===== config.mk =====
export PLATFORM = sky130hd
export DESIGN_NAME = clock_period_meter
export DESIGN_NICKNAME = d
export VERILOG_FILES = /design/src/rtl/clock_period_meter.sv
export SDC_FILE = /design/constraint.sdc
export NUM_CORES = 1
export LEC_CHECK = 0
export CAP_MARGIN = 20
export CORE_MARGIN = 4
export CORE_UTILIZATION = 64
export CTS_CLUSTER_DIAMETER = 150
export DETAILED_ROUTE_END_ITERATION = 10
export GPL_ROUTABILITY_DRIVEN = 0
export PLACE_DENSITY = 0.87
export SLEW_MARGIN = 20
export SYNTH_ARGS = -nofsm -noshare
export SYNTH_HDL_FRONTEND = slang
export SYNTH_SLANG_ARGS = --single-unit

===== constraint.sdc =====
create_clock -name clk_in -period 6.7 [get_ports clk_in]
set_clock_uncertainty 0.05 [all_clocks]
set_input_delay 0.67 -clock clk_in [delete_from_list [all_inputs] [get_ports clk_in]]
set_output_delay 0.67 -clock clk_in [all_outputs]
set_load 0.05 [all_outputs]

===== src/rtl/clock_period_meter.sv =====
// ============================================================================
// Module   : clock_period_meter
// Brief    : Measures period and high time of a slow square wave in clk_in
//            cycles, with lock and loss-of-signal detection.
// Revision : 1.0 - initial release
// ============================================================================
`default_nettype none

module clock_period_meter #(
    parameter int              SIZE    = 27,
    parameter logic [SIZE-1:0] TIMEOUT = 27'd100000000,
    parameter logic [SIZE-1:0] TOL     = 27'd0
) (
    input  logic            clk_in,
    input  logic            rst_n,
    input  logic            sig_in,
    input  logic            clear,
    output logic [SIZE-1:0] period,
    output logic [SIZE-1:0] high_time,
    output logic            meas_valid,
    output logic            locked,
    output logic            no_signal
);

    localparam logic [1:0] c_IDLE  = 2'd0;
    localparam logic [1:0] c_ARMED = 2'd1;
    localparam logic [1:0] c_RUN   = 2'd2;

    localparam logic [SIZE-1:0] c_ONE  = {{(SIZE-1){1'b0}}, 1'b1};
    localparam logic [SIZE-1:0] c_TMAX = TIMEOUT - c_ONE;

    logic            s1_q, s2_q, s3_q;
    logic            s1_d, s2_d, s3_d;
    logic [1:0]      state_q, state_d;
    logic [SIZE-1:0] cnt_q, cnt_d;
    logic [SIZE-1:0] hi_lat_q, hi_lat_d;
    logic [SIZE-1:0] prev_q, prev_d;
    logic [SIZE-1:0] period_q, period_d;
    logic [SIZE-1:0] high_q, high_d;
    logic            valid_q, valid_d;
    logic            locked_q, locked_d;
    logic            nosig_q, nosig_d;

    logic            w_rise, w_fall, w_tout;
    logic [SIZE-1:0] w_inc, w_diff;

    assign w_rise = s2_q & ~s3_q;
    assign w_fall = ~s2_q & s3_q;
    assign w_tout = (cnt_q == c_TMAX);
    assign w_inc  = cnt_q + c_ONE;
    assign w_diff = (w_inc >= prev_q) ? (w_inc - prev_q) : (prev_q - w_inc);

    always_comb begin
        s1_d     = sig_in;
        s2_d     = s1_q;
        s3_d     = s2_q;
        state_d  = state_q;
        hi_lat_d = hi_lat_q;
        prev_d   = prev_q;
        period_d = period_q;
        high_d   = high_q;
        valid_d  = 1'b0;
        locked_d = locked_q;
        nosig_d  = nosig_q;
        // Counter restarts on each rise and parks at TIMEOUT-1 so it never wraps
        if (w_rise) begin
            cnt_d = '0;
        end else if (w_tout) begin
            cnt_d = cnt_q;
        end else begin
            cnt_d = w_inc;
        end

        case (state_q)
            c_IDLE: begin
                if (w_rise) begin
                    state_d = c_ARMED;
                end else if (w_tout) begin
                    nosig_d = 1'b1;
                end
            end
            c_ARMED, c_RUN: begin
                if (w_fall) begin
                    hi_lat_d = w_inc;
                end
                if (w_rise) begin
                    period_d = w_inc;
                    high_d   = hi_lat_q;
                    valid_d  = 1'b1;
                    prev_d   = w_inc;
                    nosig_d  = 1'b0;
                    state_d  = c_RUN;
                    if (state_q == c_RUN) begin
                        locked_d = (w_diff <= TOL);
                    end
                end else if (w_tout) begin
                    nosig_d  = 1'b1;
                    locked_d = 1'b0;
                    state_d  = c_IDLE;
                end
            end
            default: begin
                state_d = c_IDLE;
            end
        endcase

        // Synchronous clear returns every register to its reset value
        if (clear) begin
            s1_d     = 1'b0;
            s2_d     = 1'b0;
            s3_d     = 1'b0;
            state_d  = c_IDLE;
            cnt_d    = '0;
            hi_lat_d = '0;
            prev_d   = '0;
            period_d = '0;
            high_d   = '0;
            valid_d  = 1'b0;
            locked_d = 1'b0;
            nosig_d  = 1'b0;
        end
    end

    always_ff @(posedge clk_in or negedge rst_n) begin
        if (!rst_n) begin
            s1_q     <= 1'b0;
            s2_q     <= 1'b0;
            s3_q     <= 1'b0;
            state_q  <= c_IDLE;
            cnt_q    <= '0;
            hi_lat_q <= '0;
            prev_q   <= '0;
            period_q <= '0;
            high_q   <= '0;
            valid_q  <= 1'b0;
            locked_q <= 1'b0;
            nosig_q  <= 1'b0;
        end else begin
            s1_q     <= s1_d;
            s2_q     <= s2_d;
            s3_q     <= s3_d;
            state_q  <= state_d;
            cnt_q    <= cnt_d;
            hi_lat_q <= hi_lat_d;
            prev_q   <= prev_d;
            period_q <= period_d;
            high_q   <= high_d;
            valid_q  <= valid_d;
            locked_q <= locked_d;
            nosig_q  <= nosig_d;
        end
    end

    assign period     = period_q;
    assign high_time  = high_q;
    assign meas_valid = valid_q;
    assign locked     = locked_q;
    assign no_signal  = nosig_q;

endmodule

`default_nettype wire


* Word level (Yosys, flattened, before mapping)
Index checks and enable logic that the tools add are counted.
Operators by class: add/subtract/negate cells 3, order comparisons 2, equal/unequal tests 8, mux-type cells 34, bitwise logic cells 4, reduce and logical (&&, ||, !) cells 12
Operator list (count):
- $mux 27 | 13
- $sub 27x27->27 | 2
- $add 27x1->27 const B | 1
- $eq 27x27->1 const B | 1
- $ge 27x27->1 | 1
- $le 27x1->1 const B | 1
- $mux 1 | 15
- $ne 3x3->1 const B | 3
- $mux 2 | 4
- $reduce_and 2->1 | 4
- $reduce_bool 2->1 | 3
- $reduce_bool 3->1 | 2
- $ne 4x4->1 const B | 1
- $pmux 2 s2 | 1
- $ne 3x2->1 const B | 1
- $reduce_and 3->1 | 1
- $and 1x1->1 | 2
- $eq 2x1->1 const B | 1
- $eq 2x2->1 const B | 1
- $logic_not 2->1 | 1
- $not 1->1 | 2
- $pmux 1 s2 | 1
- $reduce_or 2->1 | 1
Storage, ports and cells: register bits 116, bits of input ports 4, output and inout bits 57

* Longest topological paths before layout
Gate-level depths: netlist (run 1).
depth in word-level cells 8, depth in mapped cells 21, depth with buffers taken out 19

* Worst setup path before layout (run 1)
Ideal clock, no wire load.
path kind reg-to-reg, start point register cnt_q[2], end point register locked_q (netlist: locked), arrival time 4085 ps, path slack 2473 ps, cell stages (with the launch flop) 20, buffers on the path 1, clock period less this slack 4227 ps, cell sequence dfrtp_1 -> nand3_1 -> nor2_1 -> nand4_1 -> or2_2 -> nor2_1 -> nand3_1 -> xor2_1 -> inv_1 -> ha_1 -> clkbuf_1 -> and4_1 -> and3_1 -> a22oi_1 -> nand3_1 -> a21oi_4 -> or3_1 -> a2111oi_1 -> o2111ai_1 -> o31ai_2
Between the ends: word-level cells in the longest chain between the ends 8, elaborated cells on any way between the ends 13, those cells by class add/sub (3); order compare (2); eq/ne (1); mux (5); reduce/logical (2)
Ends and longest elaborated chain:
- start, declared | RTL line 35 | logic [SIZE-1:0] cnt_q, cnt_d;
- start signal, assigned | RTL line 143 | cnt_q <= cnt_d;
- $add 27x1->27 | RTL line 50 | assign w_inc = cnt_q + c_ONE;
- $sub 27x27->27 / $ge 27x27->1 (equally long branches) | RTL line 51 | assign w_diff = (w_inc >= prev_q) ? (w_inc - prev_q) : (prev_q - w_inc);
- $mux 27 | RTL line 51
- $le 27x1->1 | RTL line 94 | locked_d = (w_diff <= TOL);
- $mux 1 | RTL line 93 | if (state_q == c_RUN) begin
- $mux 1 | RTL line 86 | if (w_rise) begin
- $mux 1 | RTL line 74 | case (state_q)
- $mux 1 | RTL line 108 | if (clear) begin
- end signal, assigned | RTL line 149 | locked_q <= locked_d;
- end, declared | RTL line 41 | logic locked_q, locked_d;
Several ways; a longest one is shown, not always the timed one. The select of a mux whose other input is x is not followed. A chain may end at the register's enable or synchronous reset.

* Worst setup path after layout (run 1)
start point register cnt_q[0], end point register locked_q (netlist: locked)
Same word-level chain as after synthesis.

==> results by group, run 1 <==
CTS
  • Clock Tree Root: clkbuf_16
  • Clock tree from TritonCTS: built
  • Hold bufs inserted after CTS: 0
  • TritonCTS sink count: 116
  • Bufs on Longest Clock Path: 2
  • Clock latency at the later pin of the worst-skew pair: 0.41 ns
  • CTS clk-pin slew, worst paths: 0.06 ns
  • CTS buffer count: 17
  • Htree depth: 4
  • PostCTS Resize Cnt: 0
  • Setup Buffers After CTS: 0

GRT
  • First-pass GRT wire length: 35300 um
  • Vias in the first global route: 7053
  • GRT Overall Usage: 33.0%
  • Total gr overflow: 0
  • Pin count of the biggest net entering global routing: 71
  • Initial antenna violation count: 0

STA
  • Final Max Slew Viols: 0
  • Relative slew margins: 42.7%
  • Setup TNS: 0 ns
  • FMAX: 0.188 GHz
  • Min cycle time layout: 5.31 ns
  • Setup violators final: 0
  • Slew @ Worst Pin: 0.859 ns
  • Period utilization: 79.2%
  • RSZ-0062 raised after global routing: false
  • Final Hold Viols: 0

Placed design
  • Final HPWL DP: 14800 um
  • DP Cell Count: 1031
  • IO buf count: 60

Final layout
  • Diode count: 0
  • P&R area growth vs syn: 16.6%
  • Layout cells sized above 1: 6.74%
  • Net count, final: 968
  • Fillers: 688
  • Post-route insts no fill: 1063
  • Most frequent cells in the layout: 116 x dfrtp_1, 96 x nand2_1, 74 x o21ai_0
  • Leading cell type in the layout, fill and taps excluded: dfrtp_1

Detailed routing
  • Initial DRC count: 889
  • Via count: 6967
  • DRC errors left: 0
  • Total wire length: 21500 um
  • Post-route antenna net violation count: 0
  • Vias/cell: 6.55
  • DRT Pass-1 Iters: 6
  • Wire length per cell: 20.2 um

Worst setup path
  • CP Data Arrival Time: 5.58 ns
  • Critical Path End Type: flip-flop
  • Worst setup SP type: flip-flop
  • CP Class: flip-flop to flip-flop
  • Crit path max fanout: 10
  • CP required: 6.97 ns
  • Worst r2r path cells: 18
  • Reg2reg end: locked
  • Reg2reg start: cnt_q[0]
  • R2r setup slk: 1.39 ns

Pwr
  • Sw Pwr: 0.000500 W
  • Clk network pwr share: 49.7%
  • Peak VDD IR: 0.241 mV
  • Logic pwr share: 14.3%
  • Total power: 0.00197 W
  • Sequential share of power: 36.0%
  • Switching Share: 25.3%
  • Power Dens Cells: 224 mW/mm^2
  • Internal: 0.00148 W
  • LEAKAGE: 4.13 nW

Min path
  • Worst Hold Class: input port to async pin

Run
  • MaxCap Viol Count: 0

Synthesis
  • Syn Inst Count: 870
  • Yosys warns: 0
  • Mapped Area: 0.00758 mm^2
  • Mapped Nets: 931
  • Yosys reg bits: 116
  • Synth Area per Inst: 8.71 um^2
  • Post-synth EDFFs: 0
  • Ys flop type: dfrtp_1
  • Ys async rst share: 100%
  • Synth cell types: 76
  • Post-synthesis sequential area ratio: 38.3%

Die
  • Core area: 0.0115 mm^2
  • Die W: 117 um
  • IO Pins: 61
  • Effective utilization at floorplan: 65.8%
  • Die area: 0.0136 mm^2
  • Die Ht: 117 um
  • Row count: 39

Status
  • Outcome: finished, final reports clean
[synthesized netlist by cell type, drive strengths merged, types with 4 or more instances]
cell    instances  share of area (%)
nand2          97                4.8
o21bai          4               0.40
nor4            8               0.66
o211ai          4               0.40
a21o           15                1.5
xnor2          29                3.4
nand2b          4               0.33
a21oi          69                4.9
a22o           28                3.2
mux2i           5               0.66
nor2           68                3.4
clkbuf         27                1.3
inv            69                3.4
or2             5               0.41
or3             4               0.33
and4            5               0.58
xor2           22                2.5
and3            7               0.58
nor2b          11               0.91
nor3           10               0.66
ha             57                9.4
a211oi          8               0.86
o31ai          14                1.5
dfrtp         116                 38
nand3          26                1.7
buf            19                1.4
nand4          15                1.4
o21ai          79                5.3
or4             4               0.45
[power groups by stage]
stage	logic, W	clock network [W]	registers, W
after floorplan	0.000207	0	0.000723
after global placement	0.000266	0	0.000722
after detailed placement	0.000274	0	0.000723
after CTS	0.000275	0.000985	0.000711
after global routing	0.000306	0.00102	0.000711
final	0.000282	0.000982	0.000711
[critical path: stages, from the launching register on]
cell and delay [ns]:
dfrtp_1 0.52, ha_1 0.32, nand3_1 0.14, or2_2 0.33, nor2_1 0.26, nand2_1 0.12, xor2_1 0.42, inv_1 0.14
ha_1 0.50, nand4_1 0.26, nor4b_1 0.56, a41oi_1 0.19, nand3_1 0.19, a21oi_4 0.09, a2111o_1 0.44, o21ai_1 0.21
mux2_1 0.17, a22oi_1 0.07, o31ai_2 0.24
[metrics by stage]
step | cell area (um^2) | hold WS, ns | setup slack [ns] | util [%]
finish | 8830 | 0.223 | 1.39 | 76.7
global route | 8830 | 0.251 | 1.21 | 76.7
CTS | 8830 | 0.229 | 1.58 | 76.7
detailed placement | 8190 | 0.421 | 1.74 | 71.1
global placement | 8190 | 0.391 | 1.85 | 71.1
floorplan | 7580 | 0.324 | 2.47 | -
[routing by layer]
metal  wire length, um  global-route usage [%]  vias to the layer above
met1              8420                    43.0                     3331
met3              1850                    6.99                       94
met4               861                    14.7                        0
met2             10400                    53.6                      438
li1                  -                       -                     3104
met5                 0                       0                        -
[cell families (layout without fill, tap and decap cells)]
family,after synthesis,in the layout,share of synthesized area [%]
simple gates,275,275,17.6
compound gates,248,248,21.5
flops,116,116,38.3
buf+inv,115,165,6.19
fa+ha+maj,57,57,9.41
xor+xnor,51,51,5.89
mux,8,8,1.11
[registers in the layout, indices dropped and copies added, names as in the netlist]
signal / count
meas_valid: 1
s1_q: 1
cnt_q: 27
no_signal: 1
s2_q: 1
high_time: 27
period: 27
s3_q: 1
locked: 1
hi_lat_q: 27
state_q: 2
[worst max-delay path by stage]
stage	from	to	slack [ns]
3_3_place_gp	cnt_q[0]	locked	1.85
4_1_cts	cnt_q[0]	locked	1.58
5_1_grt	cnt_q[0]	locked	1.21
3_5_place_dp	cnt_q[2]	locked	1.74
6_report	cnt_q[0]	locked	1.39
2_1_floorplan	cnt_q[2]	locked	2.47
[cell type report]
class / instances / area, um^2 / area share [%]
well taps: 143 / 179 / 2.03
flip-flops and latches: 116 / 2900 / 32.9
inverters: 69 / 259 / 2.93
multi-input cells: 639 / 4220 / 47.8
clock inverters: 10 / 169 / 1.91
clock buffers: 22 / 474 / 5.37
repair buffers: 64 / 628 / 7.11
Note: power is estimated with default switching activity, not from simulation.
==> inputs of run 2 (changes only) <==
--- a/config.mk
+++ b/config.mk
@@ -7,11 +7,11 @@
 export LEC_CHECK = 0
 export CAP_MARGIN = 20
 export CORE_MARGIN = 4
-export CORE_UTILIZATION = 64
+export CORE_UTILIZATION = 59
 export CTS_CLUSTER_DIAMETER = 150
 export DETAILED_ROUTE_END_ITERATION = 10
 export GPL_ROUTABILITY_DRIVEN = 0
-export PLACE_DENSITY = 0.87
+export PLACE_DENSITY = 0.81
 export SLEW_MARGIN = 20
 export SYNTH_ARGS = -nofsm -noshare
 export SYNTH_HDL_FRONTEND = slang
==> constraint.sdc (replaced) <==
create_clock -name clk_in -period 4.9 [get_ports clk_in]
set_clock_uncertainty 0.05 [all_clocks]
set_input_delay 0.49 -clock clk_in [delete_from_list [all_inputs] [get_ports clk_in]]
set_output_delay 0.49 -clock clk_in [all_outputs]
set_load 0.05 [all_outputs]
==> run 2 against run 1 <==
- utilization is 4.5 points lower
- sequential share of layout area is 0.97 points lower
- die area is 7.9% higher
- final area is 3.1% higher
- count of clock-buffer cells in the layout is 2 lower
- combinational power is 41% higher
- largest cell class unchanged
- hold slack worse by 0.051 ns
==> results by group, run 2 (synthesis results as in run 1) <==
STA
  • Slew @ Worst Pin: 0.947 ns
  • Setup TNS: 0 ns
  • Relative slew margins: 36.9%
  • Setup violators final: 0
  • FMAX: 0.208 GHz
  • Final Hold Viols: 0
  • Period utilization: 98.3%
  • Min cycle time layout: 4.82 ns
  • Final Max Slew Viols: 0

Detailed routing
  • Total wire length: 21200 um
  • Wire length per cell: 19.0 um
  • Post-route antenna net violation count: 0
  • Vias/cell: 6.24
  • Via count: 6944
  • DRT Pass-1 Iters: 7
  • DRC errors left: 0
  • Initial DRC count: 881

Final layout
  • Net count, final: 989
  • Fillers: 906
  • Diode count: 0
  • Layout cells sized above 1: 12.0%
  • Most frequent cells in the layout: 114 x dfrtp_1, 96 x nand2_1, 74 x o21ai_0
  • Leading cell type in the layout, fill and taps excluded: dfrtp_1
  • Post-layout util: 72.2%
  • P&R area growth vs syn: 20.2%
  • Final instance area: 0.00911 mm^2

CTS
  • CTS buffer count: 17
  • Htree depth: 4
  • Hold bufs inserted after CTS: 0
  • Bufs on Longest Clock Path: 2
  • TritonCTS sink count: 116
  • CTS clk-pin slew, worst paths: 0.06 ns
  • Clock Tree Root: clkbuf_16
  • Clock latency at the later pin of the worst-skew pair: 0.41 ns
  • Clock tree from TritonCTS: built

GRT
  • First-pass GRT wire length: 34100 um
  • Pin count of the biggest net entering global routing: 77
  • Vias in the first global route: 6735
  • Initial antenna violation count: 0
  • Total gr overflow: 0
  • GRT Overall Usage: 29.0%

Die
  • Effective utilization at floorplan: 60.0%
  • Row count: 41
  • Die W: 121 um
  • Die area: 0.0147 mm^2
  • IO Pins: 61
  • Core area: 0.0126 mm^2
  • Die Ht: 121 um

Pwr
  • LEAKAGE: 4.21 nW
  • Power Dens Cells: 286 mW/mm^2
  • Peak VDD IR: 0.220 mV

Worst setup path
  • Worst setup SP type: flip-flop
  • Dominant cell type by count on the critical path: nand3_1
  • Worst r2r path cells: 18
  • CP Class: flip-flop to flip-flop
  • CP Data Arrival Time: 5.08 ns
  • CP cell instances: nand3_1 > nor2_1 > nand3_1 > or2_2 > nor2_1 > nand2_1 > xor2_1 > inv_1 > ha_2 > nand4_1 > nor4b_4 > a41oi_1 > nand3_1 > a21oi_4 > or3_1 > a2111oi_1 > o2111ai_1 > o31ai_2
  • CP required: 5.16 ns
  • R2r setup slk: 0.08 ns
  • Slowest stage cell, crit path: dfrtp_1
  • Crit-path max cell delay: 0.47 ns
  • Reg2reg end: locked
  • Crit path max-delay family: simple AND/OR/NAND/NOR gates
  • Critical Path End Type: flip-flop
  • CP bufs+invs: 1
  • Reg2reg start: cnt_q[8]
  • Crit path max fanout: 10

Placed design
  • Dpl cell area: 0.00836 mm^2
  • Final HPWL DP: 14600 um
  • IO buf count: 60

Min path
  • Worst Hold Class: input port to async pin

Run
  • MaxCap Viol Count: 0

Status
  • Outcome: finished, final reports clean
[run 2: area by class of cell]
cell class,count,area [um^2],area share (%)
well taps,172,215,2.36
multi-input cells,639,4350,47.8
repair buffers,85,786,8.63
clock inverters,12,128,1.40
clock buffers,20,467,5.12
inverters,69,259,2.84
flip-flops and latches,116,2910,31.9
[run 2: how the worst max path moves through the flow]
stage | start | endpoint | slack [ns] | cells past startpoint
floorplan | cnt_q[2] | locked | 0.67 | 19
finish | cnt_q[8] | locked | 0.08 | 18
global placement | cnt_q[2] | locked | 0.18 | 18
global route | cnt_q[9] | locked | -0.06 | 19
detailed placement | cnt_q[2] | locked | -0.02 | 18
CTS | cnt_q[2] | locked | 0.05 | 18
[run 2: layer usage]
metal / part of all wire, % / GRT usage [%]
met5: 0 / 0
met4: 3.0 / 11.0
met3: 7.7 / 6.20
met2: 47 / 44.6
met1: 43 / 40.5
[run 2: timing repair]
item                       4_1_cts  5_1_grt
setup endpoints to repair        1        1
hold endpoints to repair         0        0
buffers inserted                 0        3
pin swaps                        0        1
resized for setup                1       30
gates cloned                     0        0
[run 2: metrics by stage]
stage / instances / worst slack (ns) / total power [W] / hold slack (ns)
6_report: 1113 / 0.0816 / 0.00261 / 0.172
4_1_cts: 1110 / 0.0481 / 0.00259 / 0.199
3_3_place_gp: 1078 / 0.179 / 0.00136 / 0.393
3_5_place_dp: 1078 / -0.0157 / 0.00136 / 0.408
2_1_floorplan: 870 / 0.673 / 0.00127 / 0.144
5_1_grt: 1113 / -0.0625 / 0.00270 / 0.238
[run 2: where the power goes]
group / internal, W / leakage [nW] / switching (W)
logic: 0.000164 / 2.31 / 0.000235
registers: 0.000965 / 1.61 / 0.00000690
clock network: 0.000787 / 0.285 / 0.000450
==> inputs of run 3 (changes only) <==
--- a/config.mk
+++ b/config.mk
@@ -5,13 +5,15 @@
 export SDC_FILE = /design/constraint.sdc
 export NUM_CORES = 1
 export LEC_CHECK = 0
+export ABC_AREA = 1
 export CAP_MARGIN = 20
 export CORE_MARGIN = 4
-export CORE_UTILIZATION = 59
+export CORE_UTILIZATION = 61
 export CTS_CLUSTER_DIAMETER = 150
 export DETAILED_ROUTE_END_ITERATION = 10
 export GPL_ROUTABILITY_DRIVEN = 0
-export PLACE_DENSITY = 0.81
+export PLACE_DENSITY = 0.82
+export SKIP_CTS_REPAIR_TIMING = 1
 export SLEW_MARGIN = 20
 export SYNTH_ARGS = -nofsm -noshare
 export SYNTH_HDL_FRONTEND = slang
==> run 3 against run 2 <==
- hold slack worse by 0.0026 ns
- setup slack gained 0.40 ns
- sequential power about the same
- clock power down 6%
- flip-flop and latch count unchanged
- sequential share of layout area decreased by 3.6 points
- utilization shrank 1.3 points
- area after synthesis is 18% higher
- via count is 30% higher
- synthesized cell count increased by 58%
- cell count up 47%
==> results by group, run 3 <==
Status
  • Outcome: finished, final reports clean

Run
  • MaxCap Viol Count: 0

Pwr
  • LEAKAGE: 5.64 nW
  • Total power: 0.00269 W
  • Peak VDD IR: 0.286 mV
  • Power Dens Cells: 262 mW/mm^2

GRT
  • GR Layer Usage met3: 6.97%
  • Initial antenna violation count: 0
  • First-pass GRT wire length: 42000 um
  • Pin count of the biggest net entering global routing: 79
  • Busiest layer in global routing: met2
  • Met1 GRT Util: 40.9%
  • Vias in the first global route: 8727
  • Total gr overflow: 0
  • Met2 Track Usage GR: 51.9%
  • GRT Overall Usage: 31.5%

Worst setup path
  • CP Data Arrival Time: 4.73 ns
  • Dominant cell type by count on the critical path: nand2_1
  • Crit-path max cell delay: 0.47 ns
  • Slowest stage cell, crit path: dfrtp_1
  • Reg2reg start: cnt_q[0]
  • Worst r2r path cells: 25
  • Critical Path End Type: flip-flop
  • Worst setup SP type: flip-flop
  • CP required: 5.21 ns
  • Worst setup path startpoint: cnt_q[0]
  • Crit path max fanout: 16
  • Reg2reg end: locked
  • R2r setup slk: 0.48 ns
  • CP Class: flip-flop to flip-flop

Synthesis
  • Post-synthesis sequential area ratio: 32.4%
  • Most common cell in the synthesized netlist: nand2_1
  • Post-synth top cells: 463 x nand2_1, 281 x inv_1, 116 x dfrtp_1, 83 x nand3_1, 80 x nor2_1
  • Syn Inst Count: 1376
  • Yosys reg bits: 116
  • Synth cell types: 46
  • Mapped Nets: 1437
  • Ys async rst share: 100%
  • Synth Area per Inst: 6.51 um^2
  • Mapped Area: 0.00896 mm^2
  • Cell taking the most area after synthesis: dfrtp_1
  • Ys flop type: dfrtp_1
  • Post-synth EDFFs: 0
  • Share of the synthesized area in the top cell type: 32.4%
  • Cells taking the most area after synthesis: dfrtp_1 32%, nand2_1 19%, inv_1 12%
  • Yosys warns: 0

Detailed routing
  • Via count: 9049
  • Post-route antenna net violation count: 0
  • DRT Pass-1 Iters: 6
  • Total wire length: 25500 um
  • Vias/cell: 5.54
  • Wire length per cell: 15.6 um
  • Initial DRC count: 967
  • DRC errors left: 0

CTS
  • CTS buffer count: 17
  • Clock latency at the later pin of the worst-skew pair: 0.42 ns
  • CTS clk-pin slew, worst paths: 0.06 ns
  • Clock tree from TritonCTS: built
  • Htree depth: 4
  • TritonCTS sink count: 116
  • Clock Tree Root: clkbuf_16
  • Bufs on Longest Clock Path: 2

Final layout
  • Fillers: 1187
  • Layout cells sized above 1: 6.28%
  • Leading cell type in the layout, fill and taps excluded: nand2_1
  • P&R area growth vs syn: 14.6%
  • Most frequent cells in the layout: 463 x nand2_1, 281 x inv_1, 116 x dfrtp_1
  • Net count, final: 1497
  • Diode count: 0

STA
  • Relative slew margins: 36.2%
  • FMAX: 0.226 GHz
  • Final Hold Viols: 0
  • Setup TNS: 0 ns
  • Period utilization: 90.2%
  • Min cycle time layout: 4.42 ns
  • RSZ-0062 raised after global routing: false
  • Final Max Slew Viols: 0
  • Fin worst setup slack: 0.478 ns
  • Setup violators final: 0
  • Slew @ Worst Pin: 0.957 ns

Die
  • Effective utilization at floorplan: 61.9%
  • Die area: 0.0167 mm^2
  • Core area: 0.0145 mm^2
  • Die Ht: 129 um
  • Row count: 44
  • IO Pins: 61
  • Die W: 129 um

Placed design
  • IO buf count: 60
  • Final HPWL DP: 19500 um
  • DP Worst Slack: 0.625 ns

Min path
  • Worst Hold Class: input port to async pin
[run 3: cell count changes after synthesis, sizes merged, moves of 13 or more]
cell / delta
o31ai: -13
inv: +218
a21oi: -31
nor2: +26
a22o: -25
xnor2: -26
o22ai: +53
a21o: -14
o21ai: -29
nand3: +62
nand2: +382
nand4: +13
[run 3: layer usage]
metal / wire length, um / share of wire (%)
met1: 10800 / 42
met2: 11800 / 46
met3: 2030 / 8.0
met4: 875 / 3.4
met5: 0 / 0
[run 3: layout make-up]
cell class,count,area [um^2],area share [%]
repair buffers,66,643,6.27
well taps,184,230,2.24
inverters,292,1100,10.7
multi-input cells,943,4840,47.1
clock buffers,18,429,4.18
clock inverters,14,123,1.20
flip-flops and latches,116,2900,28.3
[run 3: worst max-delay path, delay by kind of cell, from the launching register on]
| kind | cells | cell delay, ns |
|---|---|---|
| and+or+nand+nor | 19 | 2.75 |
| adders and majority gates | 2 | 0.60 |
| DFF | 1 | 0.47 |
| AOI/OAI and AO/OA | 2 | 0.35 |
| buffers and inverters | 2 | 0.11 |
[run 3: per-stage QoR]
stage          cells  hold slack, ns  instance area, um^2  util (%)
6_report        1633           0.169                10300      70.9
5_1_grt         1633           0.257                10300      70.9
4_1_cts         1633           0.201                10300      70.9
3_5_place_dp    1601           0.407                 9710      67.0
3_3_place_gp    1601           0.409                 9710      67.0
2_1_floorplan   1376           0.144                 8960         -
[run 3: logic make-up (layout without fill, tap and decap cells)]
logic type	count (synthesis)	in the layout	share of synthesized area [%]
AOI/OAI and AO/OA	157	157	10.0
xor gates and xnor gates	15	15	1.55
and+or+nand+nor	714	714	34.4
adders and majority gates	57	57	7.96
buffers and inverters	317	390	13.6
DFF	116	116	32.4
[run 3: worst max path at each step]
stage,to,cells past startpoint,slack [ns]
after detailed placement,locked,26,0.62
final,locked,25,0.48
after CTS,locked,25,0.56
after global placement,locked,26,0.86
after global routing,locked,23,0.13
after floorplan,locked,27,1.29
[run 3: power breakdown]
group / total (W) / internal (W) / switching (W)
clock network: 0.00116 / 0.000661 / 0.000503
logic: 0.000558 / 0.000174 / 0.000384
registers: 0.000970 / 0.000965 / 0.00000484
